## src/rtl/fetch_unit.sv

```systemverilog
// Fetch stage: owns PCF, drives the instruction-memory request handshake
// and loads the IF/ID register. Responses belonging to a PC that was
// redirected away while in flight are discarded, never passed to decode.
module fetch_unit #(
    parameter int unsigned         PC_WIDTH    = 32,
    parameter int unsigned         INSTR_WIDTH = 32,
    parameter logic [PC_WIDTH-1:0] RESET_PC    = '0
) (
    input  logic                   clk,
    input  logic                   Reset_n,
    input  logic                   StallF,
    input  logic                   StallD,
    input  logic                   FlushD,
    input  logic                   BranchTakenE,
    input  logic [PC_WIDTH-1:0]    BranchTargetE,
    input  logic                   PCSrcW,
    input  logic [PC_WIDTH-1:0]    ResultW,
    output logic                   ImemReq,
    output logic [PC_WIDTH-1:0]    ImemAddr,
    input  logic                   ImemReady,
    input  logic [INSTR_WIDTH-1:0] ImemRdata,
    output logic [INSTR_WIDTH-1:0] InstrD,
    output logic [PC_WIDTH-1:0]    PCPlus8D,
    output logic                   ValidD,
    output logic                   FetchWait
);

    typedef enum logic [1:0] {
        ST_IDLE = 2'd0,
        ST_REQ  = 2'd1,
        ST_HOLD = 2'd2,
        ST_DROP = 2'd3
    } state_e;

    state_e                 state_q, state_d;
    logic [PC_WIDTH-1:0]    pcf_q, pcf_d;
    logic [PC_WIDTH-1:0]    pend_tgt_q, pend_tgt_d;
    logic [INSTR_WIDTH-1:0] hold_q, hold_d;
    logic [INSTR_WIDTH-1:0] instr_q, instr_d;
    logic [PC_WIDTH-1:0]    pc8_q, pc8_d;
    logic                   valid_q, valid_d;
    logic                   req_q, req_d;
    logic [PC_WIDTH-1:0]    addr_q, addr_d;

    logic                   redirect_c;
    logic [PC_WIDTH-1:0]    target_c;
    logic                   avail_c;
    logic                   accept_c;
    logic [INSTR_WIDTH-1:0] resp_c;
    logic                   fetch_wait_c;

    // Redirect selection (execute beats writeback) and decode acceptance
    always_comb begin
        redirect_c   = BranchTakenE | PCSrcW;
        target_c     = BranchTakenE ? BranchTargetE : ResultW;
        avail_c      = ((state_q == ST_REQ) && ImemReady) || (state_q == ST_HOLD);
        resp_c       = (state_q == ST_HOLD) ? hold_q : ImemRdata;
        accept_c     = avail_c & ~StallF & ~StallD & ~FlushD & ~redirect_c;
        fetch_wait_c = (state_q == ST_IDLE) || (state_q == ST_DROP) ||
                       ((state_q == ST_REQ) && !ImemReady);
    end

    // Next state, PCF, hold buffer and pending-redirect target
    always_comb begin
        state_d    = state_q;
        pcf_d      = pcf_q;
        pend_tgt_d = pend_tgt_q;
        hold_d     = hold_q;
        unique case (state_q)
            ST_IDLE: begin
                state_d = ST_REQ;
                if (redirect_c) pcf_d = target_c;
            end
            ST_REQ: begin
                if (ImemReady) begin
                    if (redirect_c) begin
                        pcf_d = target_c;
                    end else if (accept_c) begin
                        pcf_d = pcf_q + PC_WIDTH'(4);
                    end else begin
                        hold_d  = ImemRdata;
                        state_d = ST_HOLD;
                    end
                end else if (redirect_c) begin
                    // PCF keeps the in-flight address until the stale response drains
                    pend_tgt_d = target_c;
                    state_d    = ST_DROP;
                end
            end
            ST_HOLD: begin
                if (redirect_c) begin
                    pcf_d   = target_c;
                    state_d = ST_REQ;
                end else if (accept_c) begin
                    pcf_d   = pcf_q + PC_WIDTH'(4);
                    state_d = ST_REQ;
                end
            end
            ST_DROP: begin
                if (redirect_c) pend_tgt_d = target_c;
                if (ImemReady) begin
                    pcf_d   = redirect_c ? target_c : pend_tgt_q;
                    state_d = ST_REQ;
                end
            end
            default: state_d = ST_IDLE;
        endcase
    end

    // IF/ID register update and registered memory request outputs
    always_comb begin
        instr_d = instr_q;
        pc8_d   = pc8_q;
        valid_d = valid_q;
        if (FlushD) begin
            instr_d = '0;
            valid_d = 1'b0;
        end else if (StallD) begin
            instr_d = instr_q;
        end else if (accept_c) begin
            instr_d = resp_c;
            pc8_d   = pcf_q + PC_WIDTH'(8);
            valid_d = 1'b1;
        end else begin
            instr_d = '0;
            valid_d = 1'b0;
        end
        req_d  = (state_d == ST_REQ) || (state_d == ST_DROP);
        // In DROP the bus address must stay on the abandoned request
        addr_d = (state_d == ST_DROP) ? addr_q : pcf_d;
    end

    // State registers
    always_ff @(posedge clk or negedge Reset_n) begin
        if (!Reset_n) begin
            state_q    <= ST_IDLE;
            pcf_q      <= RESET_PC;
            pend_tgt_q <= '0;
            hold_q     <= '0;
            instr_q    <= '0;
            pc8_q      <= '0;
            valid_q    <= 1'b0;
            req_q      <= 1'b0;
            addr_q     <= RESET_PC;
        end else begin
            state_q    <= state_d;
            pcf_q      <= pcf_d;
            pend_tgt_q <= pend_tgt_d;
            hold_q     <= hold_d;
            instr_q    <= instr_d;
            pc8_q      <= pc8_d;
            valid_q    <= valid_d;
            req_q      <= req_d;
            addr_q     <= addr_d;
        end
    end

    assign ImemReq   = req_q;
    assign ImemAddr  = addr_q;
    assign InstrD    = instr_q;
    assign PCPlus8D  = pc8_q;
    assign ValidD    = valid_q;
    assign FetchWait = fetch_wait_c;

endmodule

```

## config.mk

```make
export PLATFORM = sky130hd
export DESIGN_NAME = fetch_unit
export DESIGN_NICKNAME = d
export VERILOG_FILES = /design/src/rtl/fetch_unit.sv
export SDC_FILE = /design/constraint.sdc
export NUM_CORES = 1
export LEC_CHECK = 0
export ABC_AREA = 1
export CORE_ASPECT_RATIO = 0.6
export CORE_MARGIN = 2
export CORE_UTILIZATION = 25
export CTS_CLUSTER_SIZE = 12
export DETAILED_ROUTE_END_ITERATION = 8
export PLACE_DENSITY = 0.47
export SLEW_MARGIN = 15
export SYNTH_ARGS = -nofsm -noshare
export SYNTH_HDL_FRONTEND = slang
export SYNTH_SLANG_ARGS = --single-unit
```

## constraint.sdc

```tcl
create_clock -name clk -period 2.7 [get_ports clk]
set_input_delay 0.54 -clock clk [delete_from_list [all_inputs] [get_ports clk]]
set_output_delay 0.54 -clock clk [all_outputs]
set_load 0.01 [all_outputs]
```

* Word-level counts from Yosys, hierarchy flattened
Index checks and enable logic that the tools add are counted.
** Word-level totals
- Logic and storage cells :: 65
- Input bits :: 104
- Bits in registers :: 196
** Operators by class
- Multiplexer cells :: 25
- Bitwise logic cells :: 10
- Add/sub/neg operators :: 2
- Eq/ne operators :: 7
- Reduce and logical (&&, ||, !) cells :: 12
** Operators by type and width (number)
- 2-to-1 mux 32 bit :: 12
- case mux 32 bit (4 select lines) :: 1
- case mux 32 bit (2 select lines) :: 1
- adder 32 x 3 -> 32 bit, second input constant :: 1
- adder 32 x 4 -> 32 bit, second input constant :: 1
- 2-to-1 mux 2 bit :: 7
- case mux 2 bit (4 select lines) :: 1
- equality test 2 bit, second input constant :: 3
- inverter 1 bit :: 5
- bitwise AND 1 bit :: 4
- equality test 2 x 1 -> 1 bit, second input constant :: 2
- logical OR 1 bit :: 4
- AND reduction 4 bit :: 1
- 2-to-1 mux 1 bit :: 3
- AND reduction 3 bit :: 1
- logical AND 1 bit :: 2
- logical NOT 2 bit :: 1
- inequality test 2 x 1 -> 1 bit, second input constant :: 1
- inequality test 2 bit, second input constant :: 1
- AND reduction 2 bit :: 1
- nonzero test 2 bit :: 1
- logical NOT 1 bit :: 1
- OR 1 bit :: 1

* Depth between registers and ports, before layout
Gate-level depths: netlist of run 1.
- Depth after elaboration :: 13
- Gate-level depth with buffers :: 14

* Least setup slack after synthesis of run 1
Ideal clock, no wire load.
- Path kind :: register to register
- From :: register state_q[0]
- To :: register addr_q[15] (netlist: ImemAddr[15])
- Cell stages (with the launch flop) :: 12
- Buffers on the path :: 1
- Setup slack :: 0.686 ns
- Data arrival time :: 1.896 ns
- Path through :: dfrtp_1 -> inv_1 -> ha_1 -> inv_2 -> nand2_4 -> nand2_1 -> nand2_1 -> o21ai_1 -> nand4_1 -> clkbuf_1 -> nand3_1 -> nand2_1
** On the way
- Longest elaborated chain between the ends :: 12
- Elaborated cells on any way between the ends :: 23
** Ends and longest elaborated chain
- from (decl) :: line 35 : state_e state_q, state_d;
- from (signal assigned) :: line 146 : state_q <= state_d;
- equality test 2 x 1 -> 1 bit :: line 56, 69
- logical AND 1 bit :: line 56 : avail_c = ((state_q == ST_REQ) && ImemReady) || (state_q == ST_HOLD);
- logical OR 1 bit :: line 56
- bitwise AND 1 bit (4 in series) :: line 58 : accept_c = avail_c & ~StallF & ~StallD & ~FlushD & ~redirect_c;
- 2-to-1 mux 2 bit :: line 78 : end else if (accept_c) begin
- 2-to-1 mux 2 bit :: line 76 : if (redirect_c) begin
- 2-to-1 mux 2 bit :: line 75 : if (ImemReady) begin
- case mux 2 bit (4 select lines) :: line 69 : unique case (state_q)
- equality test 2 bit :: line 130 : addr_d = (state_d == ST_DROP) ? addr_q : pcf_d;
- to (signal assigned) :: line 154 : addr_q <= addr_d;
- to (decl) :: line 43 : logic [PC_WIDTH-1:0] addr_q, addr_d;
Parallel ways exist; a longest one is shown, timed or not.
A chain may end at the register's enable or synchronous reset.

* Worst setup path in the final report of run 1
- From :: register state_q[1]
- To :: output FetchWait
** On the way
- Longest elaborated chain between the ends :: 3
- Elaborated cells on any way between the ends :: 6
** Ends and longest elaborated chain
- equality test 2 bit, or another cell as far along :: line 59 : fetch_wait_c = (state_q == ST_IDLE) || (state_q == ST_DROP) ||
- logical OR 1 bit / logical AND 1 bit (equally long branches) :: line 59, 60
- logical OR 1 bit (*) :: line 59
- to (decl) :: line 25 : output logic FetchWait
Every way passes the cells marked *; elsewhere a longest branch is shown, timed or not.

==> results of run 1 <==
-- through the flow --
step	utilization	TNS [ns]	hold slack [ns]	area (um2)
after floorplan	-	0	0.244	10800
after global placement	0.331	-0.247	0.465	14300
after detailed placement	0.331	-0.359	0.469	14300
after CTS	0.345	0	0.0889	14900
after global routing	0.345	0	0.0895	14900
final	0.345	0	0.0831	14900
-- repair_timing --
item	4_1_cts	5_1_grt
resized for setup	0	2
setup endpoints to repair	0	5
hold endpoints to repair	0	0
-- worst paths after layout --
path                              start            to  slack [ns]  depth (start not counted)
max in group asynchronous       Reset_n  ImemAddr[12]        2.19                          2
hold / removal                  Reset_n    hold_q[19]        0.08                          2
setup / recovery             state_q[1]     FetchWait        0.17                          5
min in group clk           PCPlus8D[10]  PCPlus8D[10]        0.48                          2
setup reg to reg               pcf_q[4]  ImemAddr[15]        0.18                         12
hold reg to reg            PCPlus8D[10]  PCPlus8D[10]        0.48                          2
-- cell usage in the layout (no fill, tap or decap), types with 12 or more instances in the layout --
cell type,n
nand2_1,338
a21oi_1,77
clkbuf_16,17
a21boi_0,34
buf_4,101
o21ai_0,102
buf_12,12
nand3_1,101
nor2_1,272
nor3_1,19
dfrtp_1,195
clkdlybuf4s50_1,200
inv_1,87
mux2_2,30
xor2_1,20
o31ai_1,31
-- worst reg2reg max path: stages, from the launching register on --
cell      delay, ns
dfrtp_1        0.47
ha_1           0.25
nand2_1        0.15
nor2_1         0.30
nand3_1        0.28
nor2_2         0.30
buf_4          0.15
nand3_1        0.07
nand3_1        0.09
o21ai_1        0.08
nand2_1        0.07
nand3b_1       0.13
nand2_1        0.10
-- metal layers --
metal	GRT usage	vias up	routed length, um
li1	-	5268	-
met1	0.315	5158	23300
met2	0.259	396	16700
met3	0.0664	36	4340
met4	0.0485	0	539
met5	0	-	0
-- synth_stat cells --
master    instances  share of area
xor2_1           20          0.016
nor3_1           19         0.0088
xnor2_1           1        0.00081
nor2_8            1         0.0018
a31oi_1           1        0.00058
nand4_2           1         0.0012
nand2_4           2         0.0021
nor2_4            2         0.0021
nor2_1          273          0.095
and2_0            1        0.00058
buf_6             3         0.0031
a21boi_1          2         0.0014
inv_1            87          0.030
o21ai_1           4         0.0018
and2_1            3         0.0017
clkinv_1          2        0.00069
ha_1              6         0.0069
o211ai_1          5         0.0035
a21boi_0         35          0.024
inv_2             3         0.0010
nand2_2           1        0.00058
nor2_2            4         0.0023
mux2_2           30          0.031
dfrtp_1         195           0.45
buf_2            23          0.011
nor4_1            2         0.0012
buf_4             2         0.0014
nand3b_1          9         0.0062
nand4_1           9         0.0052
o22ai_1           5         0.0029
a21oi_1          77          0.036
clkbuf_1         38          0.013
o31ai_1          31          0.021
buf_1             7         0.0024
nand2_1         338           0.12
nand3_1         101          0.047
nand3_2           1        0.00092
o21ai_0         103          0.048
-- power by group through the flow --
stage | Clock, uW | Sequential, uW | Combinational [uW]
after CTS | 2760 | 5070 | 7000
after global routing | 2870 | 5240 | 7740
after floorplan | 0 | 5010 | 3490
after detailed placement | 0 | 5130 | 6960
after global placement | 0 | 5120 | 6890
final | 2670 | 5100 | 6990
-- sequential cells by signal, summed over array words and instances (netlist names) --
register	count
ValidD	1
hold_q	32
pend_tgt_q	32
pcf_q	32
state_q	2
ImemAddr	32
InstrD	32
PCPlus8D	32
-- cell type report --
class / instances / area, um2 / share of cell area
multi-input cells: 1087 / 5300 / 0.356
flip-flops and latches: 195 / 4880 / 0.328
clock inverters: 14 / 159 / 0.0107
repair buffers: 315 / 3020 / 0.203
well taps: 579 / 724 / 0.0487
clock buffers: 18 / 439 / 0.0295
inverters: 92 / 345 / 0.0232
-- logic make-up (layout without fill, tap and decap cells) --
family,Yosys count,count (layout),synth area share
muxes,30,30,0.0312
and+or+nand+nor,767,767,0.293
buffers and inverters,165,439,0.0626
DFF,195,195,0.450
adders and majority gates,6,6,0.00693
xor gates and xnor gates,21,21,0.0170
AOI/OAI and AO/OA,263,263,0.139
==> results.sh, run 1 <==
export IMPL_nNetsFinal=1818
export IMPL_period_share=0.935
export IMPL_timing_final_hold_violations=0
export IMPL_p_total_uw=14800
export IMPL_vias=10900
export IMPL_pre_cts_ws_ns=-0.160
export IMPL_htreeDepth=4
export IMPL_dieArea_um2=45100
export IMPL_grt_pass1_vias=10300
export IMPL_critPathKind="reg -> out"
export IMPL_ir_drop_uv=387
export IMPL_cts_max_path_buffers=2
export IMPL_track_usage=0.202
export IMPL_port_buffers=202
export IMPL_die_w_um=273
export IMPL_fmax_ghz=0.396
export IMPL_path_cells="inv_1 -> ha_2 -> nand2_1 -> nand2_1 -> clkdlybuf4s50_1"
export IMPL_drtIter0Drc=1177
export IMPL_num_io_pins=203
export IMPL_rows=59
export IMPL_power_switching_uw=6490
export IMPL_wl_per_cell_um=19.5
export IMPL_maxCapViolCount=0
export IMPL_cts_buffers=17
export IMPL_area_growth_pct=37.2
export IMPL_pwr_share_clk=0.181
export IMPL_cp_max_fo=6
export IMPL_grt_overflow=0
export IMPL_cts_setup_buffers=0
export IMPL_drive_above_1_share=0.113
export IMPL_p_leak_uw=0.00663
export IMPL_cp_data_arrival_time_ns=1.99
export IMPL_ctsHoldBuffers=0
export IMPL_p_int_uw=8260
export IMPL_clock_latency_ns=0.47
export IMPL_cts_sinks=195
export IMPL_worstMarginPinSlew_ns=0.828
export IMPL_run_status="finished clean"
export IMPL_synth_seq_cells=195
export IMPL_slowest_stage="clkdlybuf4s50_1"
export IMPL_core_area_um2=43000
export IMPL_hold_class="in -> async"
export IMPL_pwr_share_seq=0.345
export IMPL_setup_viol_count_final=0
export IMPL_slew_violations=0
export IMPL_drc_errors=0
export IMPL_gp_congestion=0.906
export IMPL_end_kind="output pin"
export IMPL_vias_per_cell=4.72
export IMPL_antenna_found_initial=1
export IMPL_yosys_warnings=0
export IMPL_synthCells=1447
export IMPL_grt_pass1_wl_mm=67.1
export IMPL_fin_worst_skew_ns=0.0164
export IMPL_dr_pass1_iters=6
export IMPL_path_buf_inv=2
export IMPL_netlist_area_um2=10800
export IMPL_combPwrFrac=0.474
export IMPL_period_needed_ns=2.53
export IMPL_wl_mm=44.9
export IMPL_initial_utilization=0.252
export IMPL_layout_setup_ws_ns=0.174
export IMPL_cts_tree="built"
export IMPL_ys_types=38
export IMPL_critical_path_max_stage_delay_ns=0.55
export IMPL_place_inst=2268
export IMPL_critPathTopFamily="buffers and inverters"
export IMPL_p_per_area_nw_per_um2=993
export IMPL_syn_num_nets=1557
export IMPL_start_kind="flop"
export IMPL_rsz0062_at_grt="false"
export IMPL_die_h_um=165
export IMPL_place_hpwl_mm=34.2
export IMPL_yosysSeqAreaShare=0.450
export IMPL_worst_path_most_repeated_cell="nand2_1"
export IMPL_p_sw_frac=0.440
export IMPL_n_antenna_cell=0
export IMPL_cp_required_ns=2.16
export IMPL_cts_root_buf="clkbuf_16"
export IMPL_max_slew_margin=0.444
export IMPL_grt_max_degree=74
export IMPL_fin_cells=2300
export IMPL_avgSynthCellArea_um2=7.49
export IMPL_fillers=4507
export IMPL_ant_nets=0
export IMPL_clk_pin_slew_worst_paths_ns=0.08
Note: power is estimated with default switching activity, not from simulation.
==> inputs of run 2 (changes only) <==
--- a/config.mk
+++ b/config.mk
@@ -8,10 +8,10 @@
 export ABC_AREA = 1
 export CORE_ASPECT_RATIO = 0.6
 export CORE_MARGIN = 2
-export CORE_UTILIZATION = 25
+export CORE_UTILIZATION = 45
 export CTS_CLUSTER_SIZE = 12
 export DETAILED_ROUTE_END_ITERATION = 8
-export PLACE_DENSITY = 0.47
+export PLACE_DENSITY = 0.73
 export SLEW_MARGIN = 15
 export SYNTH_ARGS = -nofsm -noshare
 export SYNTH_HDL_FRONTEND = slang
==> run 2 against run 1 <==
Against the previous run:
- count of clock-buffer cells in the layout rose by 1
- via count is 0.95% higher
- sequential power increased by 1%
- maximum frequency fell by 1.3%
==> results.sh, run 2 (synthesis gave the netlist of run 1 again) <==
export IMPL_layout_commonest_cell="nand2_1"
export IMPL_gp_congestion=0.982
export IMPL_cts_tree="built"
export IMPL_grt_util_met1=0.490
export IMPL_drtIter0Drc=1250
export IMPL_nNetsFinal=1783
export IMPL_fillers=2102
export IMPL_die_w_um=204
export IMPL_area_growth_pct=32.0
export IMPL_vias_per_cell=5.48
export IMPL_grtUsageMet3=0.120
export IMPL_cp_max_fo=6
export IMPL_hold_class="in -> async"
export IMPL_clk_pin_slew_worst_paths_ns=0.07
export IMPL_rsz0062_at_grt="false"
export IMPL_path_buf_inv=2
export IMPL_vias=11000
export IMPL_core_area_um2=23300
export IMPL_timing_final_hold_violations=0
export IMPL_grt_overflow=0
export IMPL_whs_ns=0.137
export IMPL_cts_sinks=195
export IMPL_n_antenna_cell=0
export IMPL_critical_path_max_stage_delay_ns=0.55
export IMPL_critPathTopFamily="buffers and inverters"
export IMPL_slowest_stage="clkdlybuf4s50_1"
export IMPL_dieArea_um2=25400
export IMPL_worstMarginPinSlew_ns=0.663
export IMPL_slew_violations=0
export IMPL_p_per_area_nw_per_um2=1020
export IMPL_cts_resized=0
export IMPL_htreeDepth=4
export IMPL_cp_data_arrival_time_ns=2.02
export IMPL_port_buffers=202
export IMPL_fmax_ghz=0.391
export IMPL_place_hpwl_mm=29.2
export IMPL_num_io_pins=203
export IMPL_grt_util_met2=0.406
export IMPL_finalSetupTns_ns=0
export IMPL_wl_mm=38.7
export IMPL_run_status="finished clean"
export IMPL_p_total_uw=14600
export IMPL_top_usage_layer="met1"
export IMPL_period_needed_ns=2.56
export IMPL_die_h_um=124
export IMPL_cts_buffers=17
export IMPL_grt_max_degree=76
export IMPL_max_slew_margin=0.558
export IMPL_drive_above_1_share=0.0926
export IMPL_postPlaceCellArea_um2=13700
export IMPL_ctsHoldBuffers=0
export IMPL_grt_pass1_vias=10100
export IMPL_wl_per_cell_um=19.3
export IMPL_cts_root_buf="clkbuf_16"
export IMPL_period_share=0.948
export IMPL_setup_viol_count_final=0
export IMPL_initial_utilization=0.464
export IMPL_cts_max_path_buffers=2
export IMPL_p_leak_uw=0.00649
export IMPL_start_kind="flop"
export IMPL_ant_nets=0
export IMPL_design_area_um2=14300
export IMPL_ir_drop_uv=516
export IMPL_cts_setup_buffers=0
export IMPL_grt_pass1_wl_mm=59.3
export IMPL_antenna_found_initial=1
export IMPL_critPathKind="reg -> out"
export IMPL_clock_latency_ns=0.44
export IMPL_drc_errors=0
export IMPL_worst_path_most_repeated_cell="nand2_1"
export IMPL_end_kind="output pin"
export IMPL_fin_worst_skew_ns=0.0141
export IMPL_cp_required_ns=2.16
export IMPL_track_usage=0.314
export IMPL_final_cell_mix="338 x nand2_1, 272 x nor2_1, 201 x clkdlybuf4s50_1"
export IMPL_path_cells="inv_1 -> ha_1 -> nand2_1 -> nand2_1 -> clkdlybuf4s50_1"
export IMPL_dr_pass1_iters=6
export IMPL_rows=43
export IMPL_maxCapViolCount=0
-- run 2: changes by cell type in the layout (fill, tap and decap cells not counted), moves of 2 or more --
cell / before / now
bufinv_16: 0 / 4
clkinv_2: 0 / 3
buf_4: 101 / 66
clkinv_4: 3 / 1
clkinv_8: 4 / 0
inv_8: 3 / 0
-- run 2: per-layer routing --
metal | routed length (um) | share of wire | up-vias
met1 | 18600 | 0.48 | 5156
met2 | 14400 | 0.37 | 584
met4 | 320 | 0.0083 | 2
met3 | 5370 | 0.14 | 29
met5 | 13 | 0.00034 | -
li1 | - | - | 5190
-- run 2: power breakdown --
part	switching (uW)	internal, uW
registers	1010	4140
logic	3930	2700
clock network	1170	1600
total	6120	8440
-- run 2: path summary, 6_finish.rpt --
check                           start            to  slack [ns]  depth (start not counted)
max                        state_q[1]     FetchWait        0.14                          5
min                           Reset_n  ImemAddr[25]        0.14                          1
max reg2reg                state_q[1]  ImemAddr[28]        0.25                         13
min reg2reg                InstrD[30]    InstrD[30]        0.48                          2
max in group asynchronous     Reset_n  PCPlus8D[16]        1.82                          2
min in group clk           InstrD[30]    InstrD[30]        0.48                          2
-- run 2: area by class of cell --
type	count	area, um2	share of cell area
Inverter	92	345	0.0241
Clock buffer	19	453	0.0317
Multi-Input combinational cell	1087	5290	0.370
Clock inverter	12	176	0.0123
Tap cell	315	394	0.0276
Timing Repair Buffer	280	2760	0.193
Sequential cell	195	4880	0.341
-- run 2: stage by stage --
step | utilization | std cells | worst slack [ns]
floorplan | - | 1447 | 0.686
global placement | 0.586 | 1969 | 0.0719
detailed placement | 0.586 | 1969 | 0.0152
CTS | 0.613 | 2000 | 0.140
global route | 0.613 | 2000 | 0.0564
finish | 0.613 | 2000 | 0.141
-- run 2: worst reg2reg max path: stages, from the launching register on --
cell and delay, ns:
dfrtp_1 0.45, inv_1 0.15, ha_1 0.29, nand2_2 0.11, nand2_4 0.15, inv_2 0.06, nor2_4 0.15, nor2_4 0.07
nand2_4 0.07, nand4_1 0.16, nand3_2 0.19, buf_12 0.19, nand3_1 0.22, nand2_1 0.13
==> inputs of run 3 (changes only) <==
==> constraint.sdc (replaced) <==
create_clock -name clk -period 2.7 [get_ports clk]
set_input_delay 0.27 -clock clk [delete_from_list [all_inputs] [get_ports clk]]
set_output_delay 0.27 -clock clk [all_outputs]
set_load 0.01 [all_outputs]
==> run 3 against run 2 <==
Against the previous run:
- first-iteration DRC count decreased by 2.8%
- sequential share of layout area increased by 0.40 points
- largest power group unchanged
- sequential power about the same
==> results.sh, run 3 (synthesis gave the netlist of run 1 again) <==
export IMPL_cp_data_arrival_time_ns=2.83
export IMPL_place_hpwl_mm=29.0
export IMPL_fillers=2079
export IMPL_clock_latency_ns=0.46
export IMPL_antenna_found_initial=0
export IMPL_maxCapViolCount=0
export IMPL_fin_worst_skew_ns=0.0174
export IMPL_initial_utilization=0.464
export IMPL_die_h_um=124
export IMPL_drc_errors=0
export IMPL_worstMarginPinSlew_ns=0.683
export IMPL_ant_nets=0
export IMPL_r2r_start="state_q[1]"
export IMPL_vias=10900
export IMPL_fin_cells=1975
export IMPL_cp_startpoint="state_q[1]"
export IMPL_finalSetupTns_ns=0
export IMPL_final_cell_mix="338 x nand2_1, 271 x nor2_1, 201 x clkdlybuf4s50_1"
export IMPL_p_per_area_nw_per_um2=1040
export IMPL_cp_max_fo=14
export IMPL_p_leak_uw=0.00637
export IMPL_ir_drop_uv=486
export IMPL_core_area_um2=23300
export IMPL_vias_per_cell=5.51
export IMPL_timing_final_hold_violations=0
export IMPL_cts_sinks=195
export IMPL_end_kind="flop"
export IMPL_n_antenna_cell=0
export IMPL_dr_pass1_iters=6
export IMPL_die_w_um=204
export IMPL_run_status="finished clean"
export IMPL_cts_root_buf="clkbuf_16"
export IMPL_rsz0062_at_grt="false"
export IMPL_hold_class="in -> async"
export IMPL_max_slew_margin=0.541
export IMPL_critPathKind="reg -> reg"
export IMPL_clk_pin_slew_worst_paths_ns=0.07
export IMPL_nNetsFinal=1757
export IMPL_period_share=0.928
export IMPL_period_needed_ns=2.50
export IMPL_cts_buffers=17
export IMPL_cp_required_ns=3.03
export IMPL_grt_max_degree=73
export IMPL_p_total_uw=14700
export IMPL_slew_violations=0
export IMPL_grt_pass1_vias=10400
export IMPL_cts_max_path_buffers=2
export IMPL_port_buffers=202
export IMPL_layout_commonest_cell="nand2_1"
export IMPL_wl_mm=39.1
export IMPL_gp_congestion=0.987
export IMPL_rows=43
export IMPL_wl_per_cell_um=19.8
export IMPL_grt_pass1_wl_mm=60.2
export IMPL_grt_overflow=0
export IMPL_dieArea_um2=25400
export IMPL_num_io_pins=203
export IMPL_drtIter0Drc=1215
export IMPL_start_kind="flop"
export IMPL_drive_above_1_share=0.0789
export IMPL_setup_viol_count_final=0
export IMPL_cts_tree="built"
export IMPL_fmax_ghz=0.399
export IMPL_area_growth_pct=30.5
export IMPL_track_usage=0.320
export IMPL_place_inst=1942
export IMPL_htreeDepth=4
==> run 3: metrics by stage <==
step                      hold WS, ns  utilization  cell area (um2)  setup WS (ns)
after global routing            0.383        0.605            14100         0.0167
after floorplan               -0.0256            -            10800          0.686
after detailed placement        0.281        0.576            13500          0.159
after CTS                       0.366        0.605            14100          0.237
after global placement          0.282        0.576            13500          0.252
final                           0.338        0.605            14100          0.195
==> run 3: worst max-delay path, cell delays in order, from the launching register on <==
cell and delay, ns:
dfrtp_1 0.45, inv_1 0.15, ha_1 0.32, nand2_2 0.12, nand2_4 0.18, inv_2 0.06, nor2_4 0.12, nor2_4 0.06
nand2_1 0.06, nand3_1 0.10, nand3_1 0.11, nand3_2 0.12, buf_4 0.23, nand3_1 0.21, nand2_1 0.09
==> run 3: power breakdown <==
group / switching, uW / internal [uW]
Combinational: 3970 / 2650
Clock: 1220 / 1690
Sequential: 1010 / 4140
Total: 6200 / 8480
==> run 3: path summary, 6_finish.rpt <==
| check | depth (start not counted) | to | slack [ns] |
|---|---|---|---|
| setup / recovery | 14 | ImemAddr[11] | 0.20 |
| hold / removal | 2 | ImemAddr[31] | 0.34 |
| setup reg to reg | 14 | ImemAddr[11] | 0.20 |
| hold reg to reg | 2 | PCPlus8D[24] | 0.48 |
| max in group asynchronous | 3 | hold_q[20] | 1.46 |
| min in group clk | 3 | InstrD[12] | 0.43 |
==> run 3: layer usage <==
layer | vias to the layer above | global-route usage | share of wire
met3 | 36 | 0.145 | 0.15
met4 | 0 | 0.0562 | 0.0086
met2 | 616 | 0.413 | 0.37
met1 | 5100 | 0.483 | 0.47
li1 | 5134 | - | -
met5 | - | 0 | 0
==> run 3: final cells by class <==
type	instances	area, um2	area share
clock buffers	18	439	0.0311
inverters	92	345	0.0244
multi-input cells	1087	5300	0.375
well taps	315	394	0.0279
repair buffers	254	2560	0.181
clock inverters	14	225	0.0159
flip-flops and latches	195	4880	0.345
==> run 3: repair_timing <==
| action | CTS | global route |
|---|---|---|
| buffers inserted | 0 | 0 |
| hold buffers | 1 | 0 |
| hold endpoints to repair | 57 | 0 |
| endpoints found under the setup margin | 0 | 2 |
| gates resized for setup | 0 | 1 |
